File: src/rtl/mem_wait_bridge_if.sv
// Memory-side request/acknowledge bus of mem_wait_bridge.
// The bridge drives the master modport and the memory drives the slave modport.
interface mem_wait_bridge_if #(
  parameter int DATA_W = 32,
  parameter int ADDR_W = 32
);
  logic              mem_req;
  logic              mem_we;
  logic [ADDR_W-1:0] mem_adr;
  logic [DATA_W-1:0] mem_wdata;
  logic              mem_ack;
  logic [DATA_W-1:0] mem_rdata;

  modport master (
    output mem_req, mem_we, mem_adr, mem_wdata,
    input  mem_ack, mem_rdata
  );

  modport slave (
    input  mem_req, mem_we, mem_adr, mem_wdata,
    output mem_ack, mem_rdata
  );
endinterface

File: src/rtl/mem_wait_bridge.sv
// Turns single-cycle MemRead/MemWrite strobes into a req/ack memory transaction.
// The core is stalled until ack, and errors are raised for misaligned accesses or a missing ack.
module mem_wait_bridge #(
  parameter int DATA_W  = 32,
  parameter int ADDR_W  = 32,
  parameter int TIMEOUT = 15
) (
  input  logic              clk,
  input  logic              rst,
  input  logic              core_re,
  input  logic              core_we,
  input  logic [ADDR_W-1:0] core_adr,
  input  logic [DATA_W-1:0] core_wdata,
  output logic [DATA_W-1:0] core_rdata,
  output logic              core_stall,
  output logic              core_err,
  mem_wait_bridge_if.master mem
);

  localparam int CNT_W = (TIMEOUT < 2) ? 1 : $clog2(TIMEOUT + 1);

  typedef enum logic [1:0] {IDLE, REQ, DONE, ERR} state_t;

  state_t           state;
  logic [CNT_W-1:0] cnt;
  logic             core_req;
  logic             aligned;

  assign core_req = core_re | core_we;
  assign aligned  = (core_adr[1:0] == 2'b00);

  // Combinational so the core freezes in the same cycle it issues the request.
  assign core_stall = !rst && (((state == IDLE) && core_req && aligned) || (state == REQ));

  always_ff @(posedge clk or posedge rst) begin
    if (rst) begin
      state         <= IDLE;
      cnt           <= '0;
      core_rdata    <= '0;
      core_err      <= 1'b0;
      mem.mem_req   <= 1'b0;
      mem.mem_we    <= 1'b0;
      mem.mem_adr   <= '0;
      mem.mem_wdata <= '0;
    end else begin
      core_err <= 1'b0;
      case (state)
        IDLE: begin
          if (core_req) begin
            if (aligned) begin
              mem.mem_req   <= 1'b1;
              mem.mem_we    <= core_we;
              mem.mem_adr   <= core_adr;
              mem.mem_wdata <= core_wdata;
              cnt           <= '0;
              state         <= REQ;
            end else begin
              core_err <= 1'b1;
              state    <= ERR;
            end
          end
        end
        REQ: begin
          // An ack on the final allowed cycle still wins over the timeout.
          if (mem.mem_ack) begin
            mem.mem_req <= 1'b0;
            if (!mem.mem_we) begin
              core_rdata <= mem.mem_rdata;
            end
            state <= DONE;
          end else begin
            cnt <= cnt + 1'b1;
            if (cnt == CNT_W'(TIMEOUT - 1)) begin
              mem.mem_req <= 1'b0;
              core_err    <= 1'b1;
              state       <= ERR;
            end
          end
        end
        DONE:    state <= IDLE;
        ERR:     state <= IDLE;
        default: state <= IDLE;
      endcase
    end
  end

endmodule

File: src/flat_wrapper.sv
// flat-port wrapper written by rule: the top's interface ports become plain ports
module mem_wait_bridge_flat 
#(
  parameter int DATA_W  = 32,
  parameter int ADDR_W  = 32,
  parameter int TIMEOUT = 15
)
  (clk, rst, core_re, core_we, core_adr, core_wdata, core_rdata, core_stall, core_err, mem_mem_req, mem_mem_we, mem_mem_adr, mem_mem_wdata, mem_mem_ack, mem_mem_rdata);
  mem_wait_bridge_if #(.DATA_W(DATA_W), .ADDR_W(ADDR_W)) mem_i ();
  input  logic clk;
  input  logic rst;
  input  logic core_re;
  input  logic core_we;
  input  logic [ADDR_W-1:0] core_adr;
  input  logic [DATA_W-1:0] core_wdata;
  output logic [DATA_W-1:0] core_rdata;
  output logic core_stall;
  output logic core_err;
  output wire logic [$bits(mem_i.mem_req)-1:0] mem_mem_req;
  output wire logic [$bits(mem_i.mem_we)-1:0] mem_mem_we;
  output wire logic [$bits(mem_i.mem_adr)-1:0] mem_mem_adr;
  output wire logic [$bits(mem_i.mem_wdata)-1:0] mem_mem_wdata;
  input wire logic [$bits(mem_i.mem_ack)-1:0] mem_mem_ack;
  input wire logic [$bits(mem_i.mem_rdata)-1:0] mem_mem_rdata;
  assign mem_mem_req = mem_i.mem_req;
  assign mem_mem_we = mem_i.mem_we;
  assign mem_mem_adr = mem_i.mem_adr;
  assign mem_mem_wdata = mem_i.mem_wdata;
  assign mem_i.mem_ack = mem_mem_ack;
  assign mem_i.mem_rdata = mem_mem_rdata;
  mem_wait_bridge #(.DATA_W(DATA_W), .ADDR_W(ADDR_W), .TIMEOUT(TIMEOUT)) u_core (.clk(clk), .rst(rst), .core_re(core_re), .core_we(core_we), .core_adr(core_adr), .core_wdata(core_wdata), .core_rdata(core_rdata), .core_stall(core_stall), .core_err(core_err), .mem(mem_i));
endmodule
File: config.mk
export PLATFORM = sky130hd
export DESIGN_NAME = mem_wait_bridge_flat
export DESIGN_NICKNAME = d
export VERILOG_FILES = /design/src/rtl/mem_wait_bridge_if.sv /design/src/rtl/mem_wait_bridge.sv /design/src/flat_wrapper.sv
export SDC_FILE = /design/constraint.sdc
export NUM_CORES = 1
export LEC_CHECK = 0
export CAP_MARGIN = 5
export CORE_MARGIN = 1.5
export CORE_UTILIZATION = 45
export CTS_BUF_LIST = sky130_fd_sc_hd__clkbuf_4
export DETAILED_ROUTE_END_ITERATION = 10
export MAX_ROUTING_LAYER = met4
export PLACE_DENSITY = 0.9
export SLEW_MARGIN = 20
export SYNTH_ARGS = -nofsm -noshare
export SYNTH_HDL_FRONTEND = slang
export SYNTH_SLANG_ARGS = --single-unit
export TNS_END_PERCENT = 5
File: constraint.sdc
create_clock -name clk -period 7.9 [get_ports clk]
set_input_delay 0.79 -clock clk [delete_from_list [all_inputs] [get_ports clk]]
set_output_delay 0.79 -clock clk [all_outputs]
set_load 0.005 [all_outputs]
==> metrics.txt <==
MaxCap Viol Count=0; area grow syn2layout=54.8%; Post-synth EDFFs=0; Tmin final=3400 ps; Final Hold Fails=0; Yosys reg bits=105; worst vdd ir=approximately 0.22 mV; Clock transition at path regs=150 ps; PwrDens=between 300 and 400 nW/um2; final setup fails=0; Via density=4.80; Die H=between 90 and 100 um; Worst Tran Pin Value=just over 700 ps; CTS tree=built; CTS buffer count=9; layout cells sized above 1=a little under a tenth; fmax=about 290 MHz; DIE WIDTH=a little under 100 um; leading area contributor after synthesis=dfrtp_1; worst flop-to-flop path startpoint=u_core.state[1]$_DFFE_PP0P_; # nets final=a little under 700; gp weighted congestion=around 0.77; slowest stage delay, CP=560 ps; Post-Route WL=between 10000 and 15000 um; Vias=roughly 3300; Bufs on Longest Clock Path=2; number of global-route vias before repair=roughly 3400; DRT Pass-1 Iters=4; post-synthesis compound-gate area fraction=roughly 2.3%; # IOs=around 200; row count=34; Syn Inst Count=about 380; Placement Cell Area=6120 um2; most common cell in the netlist=nand2_1; CTS sink cnt=105; most used cell, CP=clkdlybuf4s50_1; Initial Util=a little under half; Clock Latency Late Sink=~440 ps; WP data required=between 7000 and 8000 ps; Hold-fix buffers, CTS=0; largest family of logic cells by synthesized area=simple AND/OR/NAND/NOR gates; Core Region=around 8700 um2; CP Max Fanout=4; delay-heaviest family, CP=buffers and inverters; Final Max Slew Viols=0; post-layout util=between 70% and 80%; overall power=between 2 and 2.5 mW; share of the synthesized area in the top cell type=64.9%; routed len/inst=about 15 um; CP Buf/Inv Count=2; min-delay src=u_core.mem.mem_adr[23]$_DFFE_PP0P_; Tot GR Track Use=between 20% and 30%; Syn Nets=between 400 and 500; slowest CP cell=nor4_2; CTS H-tree lvls=3; gr ovfl total=0; number of antenna violations at the first check in global routing=0; outcome=completed; global-route wire length before repair=approximately 17000 um; Startpoint Class=input port; Root Driver=clkbuf_4; Slew headroom=52.5%; adder-cell share of the synthesized area=0.618%; drc violations=0; syn avg cell area=~11 um2; ranking of synthesized cells by area=dfrtp_1 65%, nand2_1 18%, mux2_2 8.6%, buf_2 1.5%, buf_6 0.83%; final period utilization=between 40 and 50%; Ys Warns=0; worst hold path type=register to register; mux cell area share after synthesis=8.90%; Post-synth top cells=189 x nand2_1, 105 x dfrtp_1, 31 x mux2_2, 12 x buf_2, 5 x a21oi_1; Buffers on Ports=200; Synth Area in XOR/XNOR=less than 1%; slack of the critical path=~4500 ps; sequential area share after synthesis=around two thirds; Critical Path Start=core_adr[1]; Resize count post-CTS=0; main flop type after synthesis=dfrtp_1; ANT nets after route=0; die area=roughly 9600 um2; ys async rst share=100%; Cell Chain, Critical Path=clkdlybuf4s50_1 -> nor4_2 -> o21ai_4 -> a21oi_1 -> clkdlybuf4s50_1; crit end category=output pin; Synth Area in Simple Gates=20.2%; diodes inserted=0; Leak=~2.9 nW; postcts setup bufs=0; worst slack at placement=between 4000 and 5000 ps; design area=6270 um2; RSZ-0062 raised after global routing=false; Setup CP Type=input port to output pin; dpl hpwl=roughly 7400 um; largest net degree at the start of global routing=66; Fin Setup TNS=0 ps; arrival time at the worst endpoint=roughly 2600 ps; initial DRC count=approximately 100; Cell variety after synth=28; # fillers=between 600 and 700; worst-case clock skew=~32 ps; Mapped Area=4050 um2
[logic make-up after synthesis]
family | Yosys count
muxes | 32
buffers and inverters | 19
DFF | 105
adders and majority gates | 2
xor gates and xnor gates | 1
AOI/OAI and AO/OA | 15
and+or+nand+nor | 204
[registers in the layout (all words and copies together) (netlist names)]
| register | count |
|---|---|
| u_core.core_rdata | 32 |
| u_core.mem.mem_adr | 32 |
| u_core.mem.mem_wdata | 32 |
| u_core.cnt | 4 |
| u_core.state | 2 |
| u_core.core_err | 1 |
| u_core.mem.mem_req | 1 |
| u_core.mem.mem_we | 1 |
[tightest hold or removal path: stages (launching register included)]
cell	delay, ps
dfrtp_1	370
nand2_1	50
nand2_1	50
[per-layer routing]
layer	track usage, %	vias up	share of wire, %	wire [um]
li1	-	1588	-	-
met4	7.03	0	1.7	174
met2	35.6	152	48	4880
met3	5.73	14	6.8	694
met1	28.2	1548	44	4430
met5	-	-	0	0
[power breakdown]
group	internal (mW)	switching, mW	leakage [nW]
logic	0.600	0.325	1.53
clock network	0.102	0.177	0.0746
registers	0.784	0.143	1.30
total	1.49	0.645	2.90
[path summary, 6_finish.rpt]
path	end	slack [ps]	cells after the start
max	core_stall	4500	5
min	u_core.mem.mem_adr[23]$_DFFE_PP0P_	490	2
max reg2reg	u_core.mem.mem_wdata[28]$_DFFE_PP0P_	5910	4
min reg2reg	u_core.mem.mem_adr[23]$_DFFE_PP0P_	490	2
max in group asynchronous	u_core.core_rdata[22]$_DFFE_PP0P_	5960	3
min in group asynchronous	u_core.cnt[0]$_DFFE_PP0P_	780	2
[metrics by stage]
stage	hold WS, ps	cells
4_1_cts	494	688
3_3_place_gp	456	672
2_1_floorplan	469	378
3_5_place_dp	461	672
6_report	491	688
5_1_grt	524	688
[final cells by class]
type	count	area, um2	share of cell area, %
clock buffer	10	75.1	1.20
clock inverter	6	67.6	1.08
inverter	2	10.0	0.160
multi-input combinational	254	1330	21.2
sequential	105	2630	41.9
tap	108	135	2.16
timing repair buffer	203	2020	32.3
[cell usage in the layout, fill, tap and decap left out, types with 2 or more instances in the layout]
master	n
clkdlybuf4s50_1	200
nand2_1	189
dfrtp_1	105
mux2_2	31
clkbuf_4	10
a21oi_1	5
and2_1	3
buf_4	3
o21bai_1	2
nor2_1	2
o21ai_0	2
or3_1	2
nand3_1	2
o31ai_1	2
ha_1	2
clkinv_4	2
Power figures use the tool's default switching activity.
